==> config.mk <==
export PLATFORM = sky130hd
export DESIGN_NAME = medidor_periodo_linea
export DESIGN_NICKNAME = d
export VERILOG_FILES = /design/src/rtl/medidor_linea_pkg.sv /design/src/rtl/promedio_periodo.sv /design/src/rtl/medidor_periodo_linea.sv
export SDC_FILE = /design/constraint.sdc
export NUM_CORES = 1
export LEC_CHECK = 0
export CORE_MARGIN = 2
export CORE_UTILIZATION = 35
export CTS_BUF_LIST = sky130_fd_sc_hd__clkbuf_4 sky130_fd_sc_hd__clkbuf_8 sky130_fd_sc_hd__clkbuf_16
export DETAILED_ROUTE_END_ITERATION = 10
export HOLD_SLACK_MARGIN = 0.02
export PLACE_DENSITY = 0.61
export SYNTH_ARGS = -nofsm -noshare
export SYNTH_HDL_FRONTEND = slang
export SYNTH_SLANG_ARGS = --single-unit
export TNS_END_PERCENT = 5
==> constraint.sdc <==
create_clock -name clock -period 2.95 [get_ports clock]
set_input_delay 0.59 -clock clock [delete_from_list [all_inputs] [get_ports clock]]
set_output_delay 0.59 -clock clock [all_outputs]
set_load 0.03 [all_outputs]
==> src/rtl/medidor_linea_pkg.sv <==
// rtl/medidor_linea_pkg.sv - shared types and constants for the line-mark period meter
package medidor_linea_pkg;

  typedef enum logic [1:0] {
    INACTIVO = 2'd0,
    MIDIENDO = 2'd1,
    DETENIDO = 2'd2
  } estado_t;

  localparam int PROM_N    = 4;
  localparam int PROM_LOG2 = 2;

  localparam logic [15:0] MARCAS_MAX = 16'hFFFF;

  // Adds an 8-bit mark delta to the running total, clamping at all-ones.
  function automatic logic [15:0] suma_sat(input logic [15:0] total, input logic [7:0] delta);
    logic [16:0] s;
    s = {1'b0, total} + {9'd0, delta};
    return s[16] ? MARCAS_MAX : s[15:0];
  endfunction

endpackage

==> src/rtl/promedio_periodo.sv <==
// rtl/promedio_periodo.sv - 4-deep shift register with running sum and registered mean
module promedio_periodo
  import medidor_linea_pkg::*;
#(
  parameter int PERIOD_W = 24
) (
  input  logic                clock,
  input  logic                reset,
  input  logic                push,
  input  logic                clear,
  input  logic                rearm,
  input  logic [PERIOD_W-1:0] sample,
  output logic [PERIOD_W-1:0] promedio,
  output logic                valido
);

  localparam int SUMA_W   = PERIOD_W + PROM_LOG2;
  localparam int CUENTA_W = $clog2(PROM_N + 1);
  localparam logic [CUENTA_W-1:0] LLENO = CUENTA_W'(PROM_N);

  logic [PERIOD_W-1:0] muestras [PROM_N];
  logic [SUMA_W-1:0]   suma;
  logic [CUENTA_W-1:0] cuenta;

  // rearm only restarts the sample count: stale entries age out of the window
  // as new samples arrive, so the sum stays exact and the mean can hold.
  always_ff @(posedge clock or negedge reset) begin
    if (!reset) begin
      for (int i = 0; i < PROM_N; i++) muestras[i] <= '0;
      suma     <= '0;
      cuenta   <= '0;
      promedio <= '0;
      valido   <= 1'b0;
    end else if (clear) begin
      for (int i = 0; i < PROM_N; i++) muestras[i] <= '0;
      suma     <= '0;
      cuenta   <= '0;
      promedio <= '0;
      valido   <= 1'b0;
    end else begin
      if (push) begin
        muestras[0] <= sample;
        for (int i = 1; i < PROM_N; i++) muestras[i] <= muestras[i-1];
        suma <= suma + SUMA_W'(sample) - SUMA_W'(muestras[PROM_N-1]);
        if (cuenta != LLENO) cuenta <= cuenta + CUENTA_W'(1);
      end
      promedio <= PERIOD_W'(suma >> PROM_LOG2);
      valido   <= (cuenta == LLENO);
      if (rearm) begin
        cuenta <= '0;
        valido <= 1'b0;
      end
    end
  end

endmodule

==> src/rtl/medidor_periodo_linea.sv <==
// rtl/medidor_periodo_linea.sv - line-mark interval, average, odometry total, stall and arrival flags
module medidor_periodo_linea
  import medidor_linea_pkg::*;
#(
  parameter int PERIOD_W     = 24,
  parameter int STALL_CYCLES = 25000000
) (
  input  logic                clock,
  input  logic                reset,
  input  logic [7:0]          conteo,
  input  logic [7:0]          objetivo,
  input  logic                limpiar,
  output logic [PERIOD_W-1:0] periodo,
  output logic [PERIOD_W-1:0] periodo_prom,
  output logic                valido,
  output logic                detenido,
  output logic [15:0]         marcas,
  output logic                llegada
);

  localparam logic [PERIOD_W-1:0] CNT_MAX   = '1;
  localparam logic [PERIOD_W-1:0] CNT_UNO   = PERIOD_W'(1);
  localparam logic [PERIOD_W-1:0] STALL_VAL = PERIOD_W'(STALL_CYCLES);

  estado_t             estado;
  logic [7:0]          prev;
  logic [7:0]          delta;
  logic [PERIOD_W-1:0] cnt;
  logic                evento;
  logic                publicar;
  logic                atasco;

  // Modular difference so a wrap such as 255 -> 1 still counts 2 marks.
  assign evento   = (conteo != prev) && (conteo != 8'd0);
  assign delta    = conteo - prev;
  assign publicar = evento && (estado == MIDIENDO) && !limpiar;
  assign atasco   = !evento && (estado == MIDIENDO) && (cnt == STALL_VAL) && !limpiar;

  always_ff @(posedge clock or negedge reset) begin
    if (!reset) begin
      estado   <= INACTIVO;
      prev     <= 8'd0;
      cnt      <= '0;
      periodo  <= '0;
      detenido <= 1'b0;
      marcas   <= 16'd0;
      llegada  <= 1'b0;
    end else if (limpiar) begin
      estado   <= INACTIVO;
      prev     <= conteo;
      cnt      <= '0;
      periodo  <= '0;
      detenido <= 1'b0;
      marcas   <= 16'd0;
      llegada  <= 1'b0;
    end else begin
      cnt     <= (cnt == CNT_MAX) ? cnt : cnt + CNT_UNO;
      llegada <= llegada | ((objetivo != 8'd0) && (marcas >= {8'd0, objetivo}));
      if (evento) begin
        prev     <= conteo;
        marcas   <= suma_sat(marcas, delta);
        cnt      <= CNT_UNO;
        detenido <= 1'b0;
        if (estado == MIDIENDO) periodo <= cnt;
        estado   <= MIDIENDO;
      end else begin
        if (conteo == 8'd0) prev <= 8'd0;
        if (atasco) begin
          estado   <= DETENIDO;
          detenido <= 1'b1;
        end
      end
    end
  end

  promedio_periodo #(
    .PERIOD_W(PERIOD_W)
  ) u_promedio (
    .clock   (clock),
    .reset   (reset),
    .push    (publicar),
    .clear   (limpiar),
    .rearm   (atasco),
    .sample  (cnt),
    .promedio(periodo_prom),
    .valido  (valido)
  );

endmodule

Word level (Yosys, flattened, before mapping)
Index checks and enable logic that the tools add are counted.
{ "word_totals": {"latchBits": 0, "ram_bits": 0, "input_bits": 19, "output_inout_bits": 67, "romBits": 0, "reg_bits": 226, "wordCells": 81, "n_memories": 0} }
{ "classes": {"shifts": 0, "muxes": 30, "n_reduce_logical": 21, "multipliers": 0, "bitwise": 1, "div_mod_pow": 0, "add_sub_neg": 6, "n_lt_le_gt_ge": 1, "n_eq_ne": 7} }
{ "ops": {"columns": ["cell", "count"], "rows": [
  ["96-bit two-way mux", 2],
  ["24-bit two-way mux", 7],
  ["26-bit two-way mux", 2],
  ["16-bit two-way mux", 3],
  ["26-bit by 24-bit adder with 26-bit output", 1],
  ["26-bit by 24-bit subtractor with 26-bit output", 1],
  ["24-bit by 1-bit adder with 24-bit output (second input constant)", 1],
  ["24-bit by 23-bit equality test with 1-bit output (second input constant)", 1],
  ["24-bit equality test (second input constant)", 1],
  ["8-bit two-way mux", 3],
  ["16-bit by 8-bit adder with 17-bit output", 1],
  ["16-bit by 8-bit >= comparator with 1-bit output", 1],
  ["8-bit nonzero test", 2],
  ["3-bit two-way mux", 4],
  ["3-bit nonzero test", 4],
  ["8-bit zero test", 1],
  ["8-bit != test", 1],
  ["8-bit subtractor", 1],
  ["1-bit logical AND", 7],
  ["1-bit two-way mux", 6],
  ["2-bit two-way mux", 3],
  ["3-bit != test (second input constant)", 2],
  ["2-bit nonzero test", 3],
  ["2-bit AND reduction", 2],
  ["5 further kinds", 6]
]} }

Logic depth before layout (Yosys ltp)
{ "logic_depth": {"depth_word": 9, "ltp_mapped": 17, "ltp_nobuf": 17} }

Modules after synthesis
From an unflattened synthesis, not the netlist that was laid out.
{ "hier_totals": {"hier_cells": 1235, "hier_area_um2": 12449.4} }
{ "by_module_without_submodules": {"columns": ["mod", "cells_each", "n_inst", "area_each_um2"], "rows": [
  ["promedio_periodo", 780, 1, 7923.8],
  ["medidor_periodo_linea", 455, 1, 4525.6]
]} }

Worst setup path before layout
Ideal clock, no wire load.
{ "synth_timing": {"path_kind": "input to register", "startpoint": "in conteo[0]", "endpoint": "reg marcas[15]", "stages": 13, "t_required_ns": 2.814, "arrival_ns": 3.101, "slack_ns": -0.286, "cell_sequence": "inv_1 > ha_1 > inv_1 > fa_1 > fa_1 > a21o_1 > a21oi_1 > o21a_1 > o21bai_1 > a21oi_1 > nand2b_1 > and4_1 > nor3_1"} }
{ "synth_between": {"elab_chain_cells": 5} }
{ "synth_lines": {"columns": ["element", "line", "rtl"], "rows": [
  ["start: declaration", "medidor_periodo_linea.sv:10", "input logic [7:0] conteo,"],
  ["8-bit subtractor", "medidor_periodo_linea.sv:35", "assign delta = conteo - prev;"],
  ["16-bit by 8-bit adder with 17-bit output", "medidor_linea_pkg.sv:18", "s = {1'b0, total} + {9'd0, delta};"],
  ["16-bit two-way mux", "medidor_linea_pkg.sv:19", "return s[16] ? MARCAS_MAX : s[15:0];"],
  ["16-bit two-way mux", "medidor_periodo_linea.sv:59", "if (evento) begin"],
  ["16-bit two-way mux", "medidor_periodo_linea.sv:48", "end else if (limpiar) begin"],
  ["end signal: assignment", "medidor_periodo_linea.sv:61", "marcas <= suma_sat(marcas, delta);"],
  ["end: declaration", "medidor_periodo_linea.sv:17", "output logic [15:0] marcas,"]
]} }
Parallel ways exist; a longest one is shown, timed or not. The select of a mux whose other input is x is not followed.
A chain may end at the register's enable or synchronous reset.

Worst setup path in the final report
{ "layout_timing": {"startpoint": "reg prev[0]", "endpoint": "reg marcas[7]"} }
{ "layout_between": {"elab_chain_cells": 5} }
{ "layout_lines": {"columns": ["element", "line", "rtl"], "rows": [
  ["start: declaration", "medidor_periodo_linea.sv:26", "logic [7:0] prev;"],
  ["start signal: assignment", "medidor_periodo_linea.sv:50", "prev <= conteo;"],
  ["start signal: assignment", "medidor_periodo_linea.sv:60", "prev <= conteo;"],
  ["8-bit subtractor", "medidor_periodo_linea.sv:35", null],
  ["16-bit by 8-bit adder with 17-bit output", "medidor_linea_pkg.sv:18", null],
  ["16-bit two-way mux", "medidor_linea_pkg.sv:19", null],
  ["16-bit two-way mux", "medidor_periodo_linea.sv:59", null],
  ["16-bit two-way mux", "medidor_periodo_linea.sv:48", null]
]} }
Parallel ways exist; a longest one is shown, timed or not. The select of a mux whose other input is x is not followed.

==> results.sh <==
export IMPL_status="complete, but fails checks"
export IMPL_failed_checks="negative setup slack"
export IMPL_ctsHoldBuffers=0
export IMPL_ios=86
export IMPL_hold_violations=0
export IMPL_period_share=1.02
export IMPL_die_area_sq_mm=0.0354
export IMPL_layout_common_cells="nand2_1, dfrtp_1, buf_4"
export IMPL_ys_flop_type="dfrtp_1"
export IMPL_power_frac_clock=0.275
export IMPL_dp_hpwl_um=21600
export IMPL_die_x_um=188
export IMPL_start_util=0.354
export IMPL_critPathKind="flip-flop to flip-flop"
export IMPL_yosysUniqueCellTypes=53
export IMPL_antenna_found_initial=0
export IMPL_hold_path_class="primary input to asynchronous set/reset pin"
export IMPL_setup_violations=4
export IMPL_final_setup_tns_ns=-0.151
export IMPL_area_delta_synth_final_pct=33.0
export IMPL_layout_commonest_cell="nand2_1"
export IMPL_drc_errors=0
export IMPL_swShare=0.347
export IMPL_wl_um=30000
export IMPL_core_area_sq_mm=0.0334
export IMPL_yosysSeqAreaShare=0.475
export IMPL_tightest_slew_ns=0.648
export IMPL_start_kind="flip-flop"
export IMPL_power_density_mw_per_mm2=773
export IMPL_fill_cells=3140
export IMPL_postRouteAntennaNets=0
export IMPL_async_flop_share=1.00
export IMPL_h_tree_depth=1
export IMPL_numCtsBuffers=25
export IMPL_fin_crit_ns=3.00
export IMPL_track_usage=0.168
export IMPL_max_vdd_ir_drop_uv=369
export IMPL_first_pass_iters=5
export IMPL_synth_edf_count=0
export IMPL_avgSynthCellArea_sq_um=8.87
export IMPL_finClkSkew_ns=0.0212
export IMPL_vias=9837
export IMPL_power_share_combinational=0.439
export IMPL_die_height_um=188
export IMPL_whs_ns=0.0369
export IMPL_switchingPower_mw=4.23
export IMPL_clk_pin_slew_worst_paths_ns=0.06
export IMPL_final_nets=1660
export IMPL_setup_ws_ns=-0.0540
export IMPL_num_antenna_cells=0
export IMPL_clkSinkCount=225
export IMPL_grt_max_degree=79
export IMPL_grt_overflow=0
export IMPL_leakage_nw=7.10
export IMPL_max_cap_violations=0
export IMPL_worstPathMaxFanout=6
export IMPL_rsz0062_at_grt="true"
export IMPL_synth_area_sq_mm=0.0119
export IMPL_io_buffers=85
export IMPL_cp_data_required_time_ns=3.37
export IMPL_crit_slowest_cell="dfrtp_1"
export IMPL_cts_root_buffer="clkbuf_16"
export IMPL_pre_cts_ws_ns=-0.794
export IMPL_finalMaxSlewViolations=0
export IMPL_place_congestion=0.858
export IMPL_cts_max_path_buffers=3
export IMPL_grt_pass1_vias=9626
export IMPL_cp_top_family="adder cells"
export IMPL_final_layout_size_suffix_gt1_frac=0.197
export IMPL_wl_per_cell_um=14.8
export IMPL_yosys_warnings=0
export IMPL_synth_nets=1435
export IMPL_drt_iter0_markers=703
export IMPL_path_cells="ha_2, inv_2, fa_2, nand2_1, nand2_1, a21oi_2, buf_4, xnor2_1, ha_1, inv_1, o21a_1, o21bai_2, a21oi_4, nand2b_4, buf_4, a311oi_2"
export IMPL_power_internal_mw=7.96
export IMPL_cp_num_buf_inv=4
export IMPL_rows=67
export IMPL_clock_latency_ns=0.53
export IMPL_grt_pass1_wl_um=49200
export IMPL_synth_seq_cells=225
export IMPL_end_kind="flip-flop"
export IMPL_crit_arrival_ns=3.43
export IMPL_fmax_ghz=0.333
export IMPL_power_frac_seq=0.286
export IMPL_synthCells=1337
export IMPL_slew_headroom=0.564
export IMPL_critPathMaxStageDelay_ns=0.38
export IMPL_tritoncts="built"
export IMPL_viasPerCell=4.85
-- power groups by stage --
stage	Combinational [mW]	Sequential (mW)	Clock, mW
floorplan	2.61	3.75	0
global placement	4.51	3.54	0
detailed placement	4.59	3.54	0
CTS	4.90	3.49	3.43
global route	5.87	3.51	3.57
finish	5.35	3.49	3.35
-- synthesized netlist by cell type, types with 26 or more instances --
cell type | number | area [sq um]
a21oi_1 | 177 | 886
clkbuf_1 | 42 | 158
dfrtp_1 | 225 | 5630
fa_1 | 26 | 521
ha_1 | 53 | 663
inv_1 | 128 | 480
nand2_1 | 286 | 1070
nand3_1 | 27 | 135
nor2_1 | 95 | 357
nor3_1 | 26 | 130
o21ai_0 | 28 | 140
xnor2_1 | 33 | 289
-- path summary, 6_finish.rpt --
path	cells past startpoint	end	startpoint	slack, ns
max in group asynchronous	2	u_promedio.muestras[62]$_DFFE_PN0P_	reset	2.20
setup / recovery	16	marcas[7]$_DFFE_PN0N_	prev[0]$_DFFE_PN0P_	-0.05
min in group clock	2	estado[0]$_DFFE_PN0P_	limpiar	0.45
hold reg to reg	2	u_promedio.muestras[56]$_DFFE_PN0P_	u_promedio.muestras[80]$_DFFE_PN0P_	0.51
setup reg to reg	16	marcas[7]$_DFFE_PN0N_	prev[0]$_DFFE_PN0P_	-0.05
hold / removal	1	u_promedio.valido$_DFF_PN0_	reset	0.04
-- metrics by stage --
stage	power [mW]	cell area (sq um)	util	cells
2_1_floorplan	6.36	11900	-	1337
3_3_place_gp	8.05	14300	0.428	1962
3_5_place_dp	8.14	14300	0.428	1962
4_1_cts	11.8	15500	0.462	2019
5_1_grt	13.0	15800	0.471	2028
6_report	12.2	15800	0.471	2028
-- sequential cells by signal (all words and copies together) (netlist names), 3 cells and up --
| register | flops |
|---|---|
| marcas | 16 |
| periodo | 24 |
| cnt | 24 |
| prev | 8 |
| u_promedio.suma | 26 |
| u_promedio.promedio | 24 |
| u_promedio.muestras | 96 |
| u_promedio.cuenta | 3 |
-- layout make-up --
| cell class | count | area (sq um) | area share |
|---|---|---|---|
| clock buffer | 31 | 708 | 0.0449 |
| tap | 448 | 561 | 0.0356 |
| multi-input combinational | 919 | 5880 | 0.373 |
| sequential | 225 | 5630 | 0.357 |
| timing repair buffer | 263 | 2310 | 0.147 |
| inverter | 128 | 480 | 0.0305 |
| clock inverter | 14 | 190 | 0.0121 |
-- per-layer routing --
layer	vias up	part of all wire	global-route usage
met2	176	0.45	0.257
met3	40	0.037	0.0226
met1	4728	0.50	0.254
met4	0	0.016	0.0354
li1	4893	-	-
met5	-	0	0
-- kinds of logic (layout without fill, tap and decap cells) --
group,count (synthesis),count (layout),share of synthesized area
AO/OA/AOI/OAI,289,289,0.142
adder cells (fa/ha/maj),79,79,0.0998
AND/OR/NAND/NOR,501,501,0.182
XOR/XNOR,45,45,0.0332
buffers and inverters,193,436,0.0637
flip-flops,225,225,0.475
multiplexers,5,5,0.00422
-- repair_timing --
item                       in CTS  in global routing
buffers inserted               12                 10
cloned                          0                  0
pin swaps                      33                 54
setup endpoints to repair      27                 31
resized for setup              42                 57
(Power assumes the default switching activity.)
